<file path="src/rtl/jfif_byte_feeder.sv">
// One-entry holding stage between a JPEG byte source and jpeg_decoder that snoops the
// consumed stream for SOF0 dimensions, SOF1-3 and EOI. Optional byte counter: JFIF_BYTE_FEEDER_BYTE_CNT_EN.
module jfif_byte_feeder #(
  parameter int DIM_W = 16
) (
  input  logic             r_sysclk,
  input  logic             r_arst,
  input  logic             i_start,
  input  logic             i_src_valid,
  input  logic [7:0]       i_src_byte,
  output logic             o_src_ready,
  output logic             o_byte_en,
  output logic [7:0]       o_byte,
  input  logic             i_jfif_ready,
  output logic [DIM_W-1:0] o_width,
  output logic [DIM_W-1:0] o_height,
  output logic             o_dim_valid,
  output logic             o_unsupported,
  output logic             o_done,
  output logic [31:0]      o_byte_cnt
);

  typedef enum logic [1:0] {IDLE, STREAM, DONE} state_t;

  state_t      state_q, state_d;
  logic        hold_vld_q, hold_vld_d;
  logic [7:0]  hold_byte_q, hold_byte_d;
  logic        ff_seen_q, ff_seen_d;
  logic        sof_act_q, sof_act_d;
  logic [2:0]  sof_off_q, sof_off_d;
  logic [15:0] width_q, width_d;
  logic [15:0] height_q, height_d;
  logic        dim_vld_q, dim_vld_d;
  logic        unsup_q, unsup_d;
  logic        done_q, done_d;
  logic        src_rdy, load, consume, eoi;

  assign src_rdy = (state_q == STREAM) && (!hold_vld_q || i_jfif_ready);
  assign load    = i_src_valid && src_rdy;
  assign consume = (state_q == STREAM) && hold_vld_q && i_jfif_ready;

  always_comb begin
    state_d     = state_q;
    hold_vld_d  = hold_vld_q;
    hold_byte_d = hold_byte_q;
    ff_seen_d   = ff_seen_q;
    sof_act_d   = sof_act_q;
    sof_off_d   = sof_off_q;
    width_d     = width_q;
    height_d    = height_q;
    dim_vld_d   = dim_vld_q;
    unsup_d     = unsup_q;
    done_d      = done_q;
    eoi         = 1'b0;

    if (consume) begin
      hold_vld_d = 1'b0;
      ff_seen_d  = (hold_byte_q == 8'hFF);
      // Offset counts from the C0 byte itself; height precedes width in the SOF0 header.
      if (sof_act_q) begin
        case (sof_off_q)
          3'd4:    height_d[15:8] = hold_byte_q;
          3'd5:    height_d[7:0]  = hold_byte_q;
          3'd6:    width_d[15:8]  = hold_byte_q;
          3'd7:    width_d[7:0]   = hold_byte_q;
          default: ;
        endcase
        if (sof_off_q == 3'd7) begin
          sof_act_d = 1'b0;
          dim_vld_d = 1'b1;
        end else begin
          sof_off_d = sof_off_q + 3'd1;
        end
      end
      if (ff_seen_q) begin
        case (hold_byte_q)
          8'hC0: begin
            sof_act_d = 1'b1;
            sof_off_d = 3'd1;
          end
          8'hC1, 8'hC2, 8'hC3: unsup_d = 1'b1;
          8'hD9:   eoi = 1'b1;
          default: ;
        endcase
      end
    end

    if (load) begin
      hold_vld_d  = 1'b1;
      hold_byte_d = i_src_byte;
    end

    // A byte accepted in the same cycle as EOI belongs to nothing and is dropped.
    if (eoi) begin
      state_d    = DONE;
      done_d     = 1'b1;
      hold_vld_d = 1'b0;
    end

    if (i_start) begin
      state_d    = STREAM;
      hold_vld_d = 1'b0;
      ff_seen_d  = 1'b0;
      sof_act_d  = 1'b0;
      sof_off_d  = 3'd0;
      dim_vld_d  = 1'b0;
      unsup_d    = 1'b0;
      done_d     = 1'b0;
    end
  end

  always_ff @(posedge r_sysclk or posedge r_arst) begin
    if (r_arst) begin
      state_q     <= IDLE;
      hold_vld_q  <= 1'b0;
      hold_byte_q <= 8'h00;
      ff_seen_q   <= 1'b0;
      sof_act_q   <= 1'b0;
      sof_off_q   <= 3'd0;
      width_q     <= 16'h0000;
      height_q    <= 16'h0000;
      dim_vld_q   <= 1'b0;
      unsup_q     <= 1'b0;
      done_q      <= 1'b0;
    end else begin
      state_q     <= state_d;
      hold_vld_q  <= hold_vld_d;
      hold_byte_q <= hold_byte_d;
      ff_seen_q   <= ff_seen_d;
      sof_act_q   <= sof_act_d;
      sof_off_q   <= sof_off_d;
      width_q     <= width_d;
      height_q    <= height_d;
      dim_vld_q   <= dim_vld_d;
      unsup_q     <= unsup_d;
      done_q      <= done_d;
    end
  end

`ifdef JFIF_BYTE_FEEDER_BYTE_CNT_EN
  logic [31:0] cnt_q, cnt_d;

  always_comb begin
    cnt_d = cnt_q;
    if (consume) cnt_d = cnt_q + 32'd1;
    if (i_start) cnt_d = 32'd0;
  end

  always_ff @(posedge r_sysclk or posedge r_arst) begin
    if (r_arst) cnt_q <= 32'd0;
    else        cnt_q <= cnt_d;
  end

  assign o_byte_cnt = cnt_q;
`else
  assign o_byte_cnt = 32'd0;
`endif

  assign o_src_ready   = src_rdy;
  assign o_byte_en     = (state_q == STREAM) && hold_vld_q;
  assign o_byte        = hold_byte_q;
  assign o_width       = DIM_W'(width_q);
  assign o_height      = DIM_W'(height_q);
  assign o_dim_valid   = dim_vld_q;
  assign o_unsupported = unsup_q;
  assign o_done        = done_q;

endmodule

</file>
<file path="config.mk">
export PLATFORM = sky130hd
export DESIGN_NAME = jfif_byte_feeder
export DESIGN_NICKNAME = d
export VERILOG_FILES = /design/src/rtl/jfif_byte_feeder.sv
export SDC_FILE = /design/constraint.sdc
export NUM_CORES = 1
export LEC_CHECK = 0
export ABC_CLOCK_PERIOD_IN_PS = 3100
export CAP_MARGIN = 20
export CELL_PAD_IN_SITES_DETAIL_PLACEMENT = 0
export CELL_PAD_IN_SITES_GLOBAL_PLACEMENT = 1
export CORE_MARGIN = 1
export CORE_UTILIZATION = 38
export CTS_CLUSTER_DIAMETER = 50
export DETAILED_ROUTE_END_ITERATION = 10
export PLACE_DENSITY_LB_ADDON = 0.1
export SLEW_MARGIN = 20
export SYNTH_ARGS = -nofsm -noshare
export SYNTH_HDL_FRONTEND = slang
export SYNTH_SLANG_ARGS = --single-unit
</file>
<file path="constraint.sdc">
create_clock -name r_sysclk -period 3.1 [get_ports r_sysclk]
set_input_delay 0.31 -clock r_sysclk [delete_from_list [all_inputs] [get_ports r_sysclk]]
set_output_delay 0.31 -clock r_sysclk [all_outputs]
set_load 0.01 [all_outputs]
</file>
**After elaboration in Yosys (flattened, before gate mapping)**

Index checks and enable logic that the tools add are counted.

- Register bits after elaboration: 51
- Latch bits: 0
- Bits in writable memories: 0
- Memory bits (read-only): 0
- Output and inout bits: 77
- Word-level logic and storage cells: 78
- Memories kept: 0

- Add/subtract/negate cells: 1
- Multipliers: 0
- Div/mod/pow operators: 0
- Magnitude comparators: 0
- Eq/ne operators: 11
- Shift operators: 0
- Multiplexer cells: 33
- Bitwise operators: 0
- Reductions and logical operators: 20

Operators with widths:

| operator | number |
|---|---|
| $eq A8 B8 Y1 const B | 6 |
| $mux W1 | 25 |
| $mux W3 | 6 |
| $reduce_and A3 Y1 | 6 |
| $eq A3 B3 Y1 const B | 4 |
| $reduce_bool A2 Y1 | 6 |
| $logic_and A1 B1 Y1 | 4 |
| $mux W2 | 2 |
| $reduce_bool A4 Y1 | 1 |
| $add A3 B1 Y3 const B | 1 |
| $reduce_or A3 Y1 | 1 |
| $eq A2 B1 Y1 const B | 1 |
| $logic_not A1 Y1 | 1 |
| $logic_or A1 B1 Y1 | 1 |

**Logic depth before layout (Yosys ltp)**

Gate-level depths: netlist of the first run.

- Word-level depth: 7
- Depth in mapped cells: 5
- Gate-level depth less buffers: 5

**Least setup slack after synthesis of the first run**

No wires, ideal clock.

- Path kind: reg-to-reg
- Start point: register o_done (netlist name)
- End point: register width_q[0] (netlist: o_width[0])
- Setup time: 0.125 ns
- Arrival time: 1.493 ns
- Required time: 2.975 ns
- Setup slack: 1.482 ns
- Cell stages (with the launch flop): 6
- Buffers on the path: 1
- Clock period less this slack: 1.618 ns
- Cells stage by stage: dfrtp_1 and4b_2 and3_4 buf_12 nand2_8 mux2_4

RTL lines:

| item | RTL line | source |
|---|---|---|
| end signal: assignment | 132 | `width_q <= width_d;` |
| end: declaration | 31 | `logic [15:0] width_q, width_d;` |

**Worst setup path after layout of the first run**

- Start point: register hold_vld_q
- End point: output port o_src_ready

- Word-level cells in the longest chain between the ends: 3

RTL lines:

| item | RTL line | source |
|---|---|---|
| start: declaration | 26 | `logic hold_vld_q, hold_vld_d;` |
| start signal: assignment | 127 | `hold_vld_q <= hold_vld_d;` |
| $logic_not A1 Y1 | 38 | `assign src_rdy = (state_q == STREAM) && (!hold_vld_q \|\| i_jfif_ready);` |
| $logic_or A1 B1 Y1 | 38 |  |
| $logic_and A1 B1 Y1 | 38 |  |
| end: declaration | 11 | `output logic o_src_ready,` |

Every way passes these cells.

==> results of run 1 <==
-- flip-flops by register name, summed over array words and instances (netlist names) --
register / count
hold_vld_q: 1
o_dim_valid: 1
state_q: 1
o_height: 16
sof_off_q: 3
sof_act_q: 1
ff_seen_q: 1
o_byte: 8
o_width: 16
o_unsupported: 1
o_done: 1
-- layer usage --
layer	vias to the layer above	GRT usage [%]	wire, um
li1	682	-	-
met1	706	20.8	2410
met2	61	22.2	2140
met3	5	3.78	266
met4	0	4.23	63
met5	-	0	0
-- metrics by stage --
stage	util, %	setup WS (ns)	area (um2)	instances
5_1_grt	49.3	1.07	3130	321
4_1_cts	49.3	1.14	3130	321
2_1_floorplan	-	1.48	2620	213
3_3_place_gp	47.6	1.04	3020	313
6_report	49.3	1.17	3130	321
3_5_place_dp	47.6	1.04	3020	313
-- final timing paths --
check | start | depth (start not counted) | end | slack, ns
max | hold_vld_q | 3 | o_src_ready | 1.17
min | r_arst | 2 | o_width[13] | 0.33
max reg2reg | sof_off_q[0] | 4 | sof_off_q[0] | 1.30
min reg2reg | o_dim_valid | 2 | o_dim_valid | 0.50
max in group asynchronous | r_arst | 3 | o_width[15] | 2.01
min in group r_sysclk | o_dim_valid | 2 | o_dim_valid | 0.50
-- cell usage in the layout (no fill, tap or decap), drive strengths merged --
| master | Yosys | layout |
|---|---|---|
| buf | 35 | 1 |
| nand4bb | 1 | 1 |
| a31oi | 2 | 2 |
| and3 | 4 | 4 |
| nor4bb | 1 | 1 |
| dfrtp | 50 | 50 |
| nor2 | 8 | 8 |
| nand2 | 7 | 7 |
| a21o | 1 | 1 |
| nand4b | 1 | 1 |
| ha | 4 | 4 |
| or3 | 2 | 2 |
| a21oi | 5 | 5 |
| o21ai | 3 | 3 |
| bufinv | 0 | 1 |
| clkdlybuf4s50 | 0 | 57 |
| nor2b | 1 | 1 |
| a32o | 1 | 1 |
| inv | 5 | 5 |
| clkinvlp | 0 | 1 |
| mux2 | 40 | 40 |
| conb | 1 | 32 |
| nor3 | 1 | 1 |
| and4b | 1 | 1 |
| a21boi | 1 | 1 |
| clkbuf | 0 | 6 |
| a221oi | 1 | 1 |
| nor3b | 2 | 2 |
| nand3 | 4 | 4 |
-- cell type report --
| type | instances | area [um2] |
|---|---|---|
| fillers | 557 | 3220 |
| flip-flops and latches | 50 | 1250 |
| multi-input cells | 123 | 1080 |
| repair buffers | 58 | 578 |
| well taps | 77 | 96.3 |
| clock buffers | 6 | 72.6 |
| clock inverters | 2 | 37.5 |
| inverters | 5 | 18.8 |
-- power by group through the flow --
| stage | clock [mW] | combinational [mW] | sequential [mW] |
|---|---|---|---|
| after detailed placement | 0 | 0.139 | 0.722 |
| after CTS | 0.477 | 0.139 | 0.709 |
| after floorplan | 0 | 0.0989 | 0.716 |
| after global placement | 0 | 0.138 | 0.723 |
| final | 0.462 | 0.137 | 0.708 |
| after global routing | 0.510 | 0.150 | 0.715 |
-- cell families (layout without fill, tap and decap cells) --
group	count (synthesis)	after routing	synth area share, %
other	1	32	0.150
AOI/OAI and AO/OA	14	14	3.45
adders and majority gates	4	4	2.00
muxes	40	40	22.8
DFF	50	50	50.0
and+or+nand+nor	33	33	10.1
buffers and inverters	40	71	11.5
-- cells in the mapped netlist, drive strengths merged (2+ instances only) --
| cell | n |
|---|---|
| buf | 35 |
| inv | 5 |
| dfrtp | 50 |
| nand3 | 4 |
| o21ai | 3 |
| nand2 | 7 |
| mux2 | 40 |
| a21oi | 5 |
| nor3b | 2 |
| and3 | 4 |
| a31oi | 2 |
| or3 | 2 |
| ha | 4 |
| nor2 | 8 |
==> reports/qor.csv, run 1 <==
stage;metric;value;unit
run_status;run_status;finished, final reports clean;
run;drv_cap;0;
setup_path;setup.worst_path.start_class;flop;
floorplan;floorplan.die_area;6910;um2
global_route;grt-ovfl-total;0;
clocking;postCtsHoldBufs;0;
power_and_ir_drop;p_sw_share;25.0;%
route;routed_wirelength;4880;um
clocking;clock_insertion_delay_worst_skew;0.31;ns
clocking;ctsHtreeMaxLevel;2;
timing;slew-limit-headroom;63.3;%
timing;timing.final.setup_violations;0;
power_and_ir_drop;power.combinational.fraction;10.5;%
route;drt-wirelength-per-cell;15.2;um
global_route;grt_antenna_before_repair;0;
synthesis;yosysSeqAreaShare;50.0;%
route;first_iter_violations;40;
synthesis;yosys_warnings;0;
clocking;cts_root_buffer;clkbuf_8;
floorplan;std_cell_rows;29;
floorplan;floorplan.die.height;83.1;um
floorplan;core-area;6350;um2
setup_path;crit_path_top_delay_cell;clkdlybuf4s50_1;
setup_path;timing.critical_path.to_type;output port;
timing;layout_worst_path_cycle_share;62.3;%
min_path;min_path_type;primary input to async pin;
synthesis;synthFlopType;dfrtp_1;
clocking;cts_post_setup_buffers_inserted;0;
clocking;cts_made_buffers;5;
clocking;ctsLongestPathBuffers;2;
placed_design;globalplace.congestion;0.749;
clocking;clock-sinks;50;
global_route;global_route.usage.total;14.7;%
floorplan;initial_utilization;39.4;%
clocking;cts_tree;built;
timing;setup_total_negative_slack;0;ns
timing;timing.final.max_slew_violations;0;
setup_path;arr_time_crit_path;1.62;ns
placed_design;portBuffers;57;
clocking;post_cts.resized_instances;0;
synthesis;syn-cell-area;2500;um2
timing;period_needed;1.93;ns
timing;grt_setup_unrepaired;false;
synthesis;synth.distinct_cells;31;
global_route;grt_first_pass_wirelength;7780;um
setup_path;setup.worst_path.class;flop to output port;
power_and_ir_drop;power.share.clock;35.3;%
cells_and_area;finalNetCount;260;
setup_path;cpLargestDelayFamily;buffers and inverters;
placed_design;hpwl_detailed;3390;um
power_and_ir_drop;ir_drop;0.000195;V
synthesis;synth_async_sr_flop_share;100;%
synthesis;synthDominantAreaCellType;dfrtp_1;
setup_path;critPathMaxStageDelay;0.56;ns
global_route;largest_net_degree_at_the_start_of_global_routing;30;
setup_path;crit_path_max_fanout;5;
synthesis;average_cell_area_after_synthesis;13.7;um2
synthesis;postSynthCellCount;182;
route;detail-route-antenna-nets;0;
timing;clock.fmax;517;MHz
power_and_ir_drop;cellPowerDensity;417;nW/um2
route;dr.pass1.iters;4;
clocking;clk_pin_slew_worst_paths;0.10;ns
route;vias;1454;
synthesis;post_synth_main_area_contributors;dfrtp_1 (50%), mux2_4 (19%), buf_4 (9.6%), mux2_2 (3.6%), nand2_8 (3.2%);
power_and_ir_drop;finalPower;1.31;mW
power_and_ir_drop;total_switching_power;327;uW
route;drcViolationCount;0;
route;routed_via_density;4.53;
power_and_ir_drop;power_report.internal_total;979;uW
floorplan;ioPinCount;90;
cells_and_area;area_growth;25.3;%
power_and_ir_drop;share_seq_of_total_power;54.2;%
cells_and_area;final_layout_size_suffix_gt1_share;22.5;%
timing;worst_slew_pin_slew;0.547;ns
timing;finalHoldWorstSlack;0.332;ns
timing;hold_violations;0;
synthesis;synth_edf_count;0;
synthesis;synth-seq-cells;50;
global_route;grt_pass1_vias;1412;
cells_and_area;antenna_cells_inserted;0;
setup_path;path_cells;nor2b_1 > nor3b_1 > clkdlybuf4s50_1;
floorplan;die-width;83.1;um
setup_path;critPathRequiredTime;2.79;ns
timing;fin_worst_skew;0.0121;ns
power_and_ir_drop;lkg_pwr;1.50;nW
setup_path;cp.buffers_inverters;1;
synthesis;synth_top_area_share;50.0;%
No activity file was read; power rests on OpenSTA's default activity.
==> run 2, diff against run 1 <==
- ABC_CLOCK_PERIOD_IN_PS: 3100 -> 1900
- CORE_UTILIZATION: 38 -> 35
- clock period: 3.1 -> 1.9 ns (I/O delays scaled with it)
==> run 2 against run 1 <==
Net effect: hold slack got worse by 0.098 ns; critical path depth is the same; global-route usage up 0.28 points; utilization down 1.6 points; highest routed layer unchanged.
==> reports/qor.csv, run 2 (synthesized netlist as in run 1, its figures left out) <==
stage;metric;value;unit;change
floorplan;die-width;86.5;um;+4.1%
route;routed_wirelength;5200;um;+6.5%
setup_path;cpLargestDelayFamily;buffers and inverters;;
cells_and_area;layout.core_utilization;47.7;%;-1.6 points
cells_and_area;antenna_cells_inserted;0;;unchanged
global_route;largest_net_degree_at_the_start_of_global_routing;51;;+70%
clocking;clock_insertion_delay_worst_skew;0.30;ns;about the same
setup_path;setup.worst_path.start_class;flop;;
placed_design;hpwl_detailed;3660;um;+8.1%
setup_path;crit_path_max_fanout;5;;unchanged
timing;timing.final.max_slew_violations;0;;unchanged
cells_and_area;layout_common_cells;clkdlybuf4s50_1 (57), dfrtp_1 (50), mux2_4 (32), conb_1 (32), buf_4 (12);;
clocking;ctsHtreeMaxLevel;2;;unchanged
cells_and_area;final_area;3260;um2;+4.1%
cells_and_area;finalNetCount;272;;+4.6%
cells_and_area;layout.cells.most_common;clkdlybuf4s50_1;;
clocking;clock-sinks;50;;unchanged
timing;clock.fmax;554;MHz;
global_route;grt_pass1_vias;1523;;+7.9%
clocking;cts_tree;built;;
floorplan;floorplan.die_area;7490;um2;+8.4%
setup_path;crit_path_top_delay_cell;clkdlybuf4s50_1;;
route;first_iter_violations;29;;-28%
cells_and_area;area_growth;30.4;%;
timing;layout_worst_path_cycle_share;95.1;%;
cells_and_area;final_layout_size_suffix_gt1_share;26.6;%;+4.0 points
placed_design;placed_cells;344;;+9.9%
clocking;post_cts.resized_instances;0;;unchanged
clocking;cts_made_buffers;5;;unchanged
setup_path;critPathMaxStageDelay;0.57;ns;about the same
floorplan;std_cell_rows;30;;+3.4%
setup_path;critPathRequiredTime;1.71;ns;-1.08 ns
timing;timing.final.setup_violations;0;;unchanged
placed_design;post_dp_cell_area;3150;um2;+4.2%
route;drt-wirelength-per-cell;14.8;um;-2.8%
run;drv_cap;0;;unchanged
global_route;grt_antenna_before_repair;0;;unchanged
route;dr.pass1.iters;4;;unchanged
timing;fin_ws;0.0935;ns;-1.07 ns
setup_path;cp.buffers_inverters;1;;unchanged
timing;grt_setup_unrepaired;false;;
global_route;grt_first_pass_wirelength;8350;um;+7.3%
run_status;run_status;finished, final reports clean;;
clocking;cts_root_buffer;clkbuf_8;;
route;drcViolationCount;0;;unchanged
power_and_ir_drop;lkg_pwr;1.57;nW;+4.7%
floorplan;initial_utilization;36.6;%;-2.8 points
route;vias;1527;;+5.0%
timing;period_needed;1.81;ns;
clocking;clk_pin_slew_worst_paths;0.09;ns;about the same
timing;hold_violations;0;;unchanged
clocking;postCtsHoldBufs;0;;unchanged
power_and_ir_drop;cellPowerDensity;670;nW/um2;+61%
timing;finalHoldWorstSlack;0.234;ns;-0.0985 ns
clocking;cts_post_setup_buffers_inserted;0;;unchanged
setup_path;arr_time_crit_path;1.62;ns;about the same
placed_design;globalplace.congestion;0.669;;-11%
route;detail-route-antenna-nets;0;;unchanged
timing;setup_total_negative_slack;0;ns;unchanged
global_route;grt-ovfl-total;0;;unchanged
floorplan;core-area;6830;um2;+7.6%
global_route;global_route.usage.total;15.0;%;+0.28 points
placed_design;dp_worst_setup_slack;0.0207;ns;-1.01 ns
floorplan;ioPinCount;90;;unchanged
cells_and_area;final-instance-count-excl-fill;352;;+9.7%
placed_design;portBuffers;57;;unchanged
setup_path;setup.worst_path.class;flop to output port;;
min_path;min_path_type;primary input to async pin;;
setup_path;path_cells;nor2b_1 > nor3b_1 > clkdlybuf4s50_1;;
power_and_ir_drop;ir_drop;0.000287;V;+47%
route;routed_via_density;4.34;;-4.2%
power_and_ir_drop;finalPower;2.19;mW;+67%
clocking;ctsLongestPathBuffers;2;;unchanged
setup_path;timing.critical_path.to_type;output port;;
floorplan;floorplan.die.height;86.5;um;+4.1%
timing;fin_worst_skew;0.00879;ns;-0.00330 ns
## run 2: cell count changes in the layout (fill, tap and decap cells not counted)
cell,before,now
buf_4,1,12
buf_12,0,1
clkbuf_1,1,0
clkinv_2,0,1
clkinvlp_4,1,0
inv_6,0,1
## run 2: final timing paths
path                       cells after the start  slack [ns]            to           from
setup / recovery                               3        0.09   o_src_ready     hold_vld_q
hold / removal                                 3        0.23    o_width[5]         r_arst
setup reg to reg                               4        0.25  o_height[14]         o_done
hold reg to reg                                1        0.52  o_height[13]   o_height[13]
max in group asynchronous                      3        1.41  sof_off_q[0]         r_arst
min in group r_sysclk                          2        0.50     o_byte[1]  i_src_byte[1]
## run 2: worst register-to-register path, delay by kind of cell (launching register included)
kind / cells / cell delay, ns
DFF: 1 / 0.44
and+or+nand+nor: 3 / 0.79
muxes: 1 / 0.33
## run 2: cell type report
type | instances | area (um2)
Clock buffer | 5 | 68.8
Clock inverter | 3 | 43.8
Fill cell | 649 | 3570
Inverter | 5 | 18.8
Multi-Input combinational cell | 123 | 1080
Sequential cell | 50 | 1250
Tap cell | 96 | 120
Timing Repair Buffer | 70 | 681
## run 2: where the power goes
| part | switching (mW) | internal [mW] |
|---|---|---|
| Sequential | 0.0279 | 1.09 |
| Combinational | 0.157 | 0.151 |
| Clock | 0.364 | 0.395 |
| Total | 0.548 | 1.64 |
## run 2: routing by layer
metal | vias up | routed length, um | share of wire, % | global-route usage (%)
li1 | 710 | - | - | -
met5 | - | 0 | 0 | 0
met4 | 0 | 53 | 1.0 | 4.09
met2 | 69 | 2370 | 46 | 22.9
met3 | 4 | 274 | 5.3 | 2.86
met1 | 744 | 2500 | 48 | 21.6
==> run 3, diff against run 2 <==
- SLEW_MARGIN: 20 -> not set
==> results of run 3 <==
The final DEF is identical to that of run 2; final timing and power are the same.
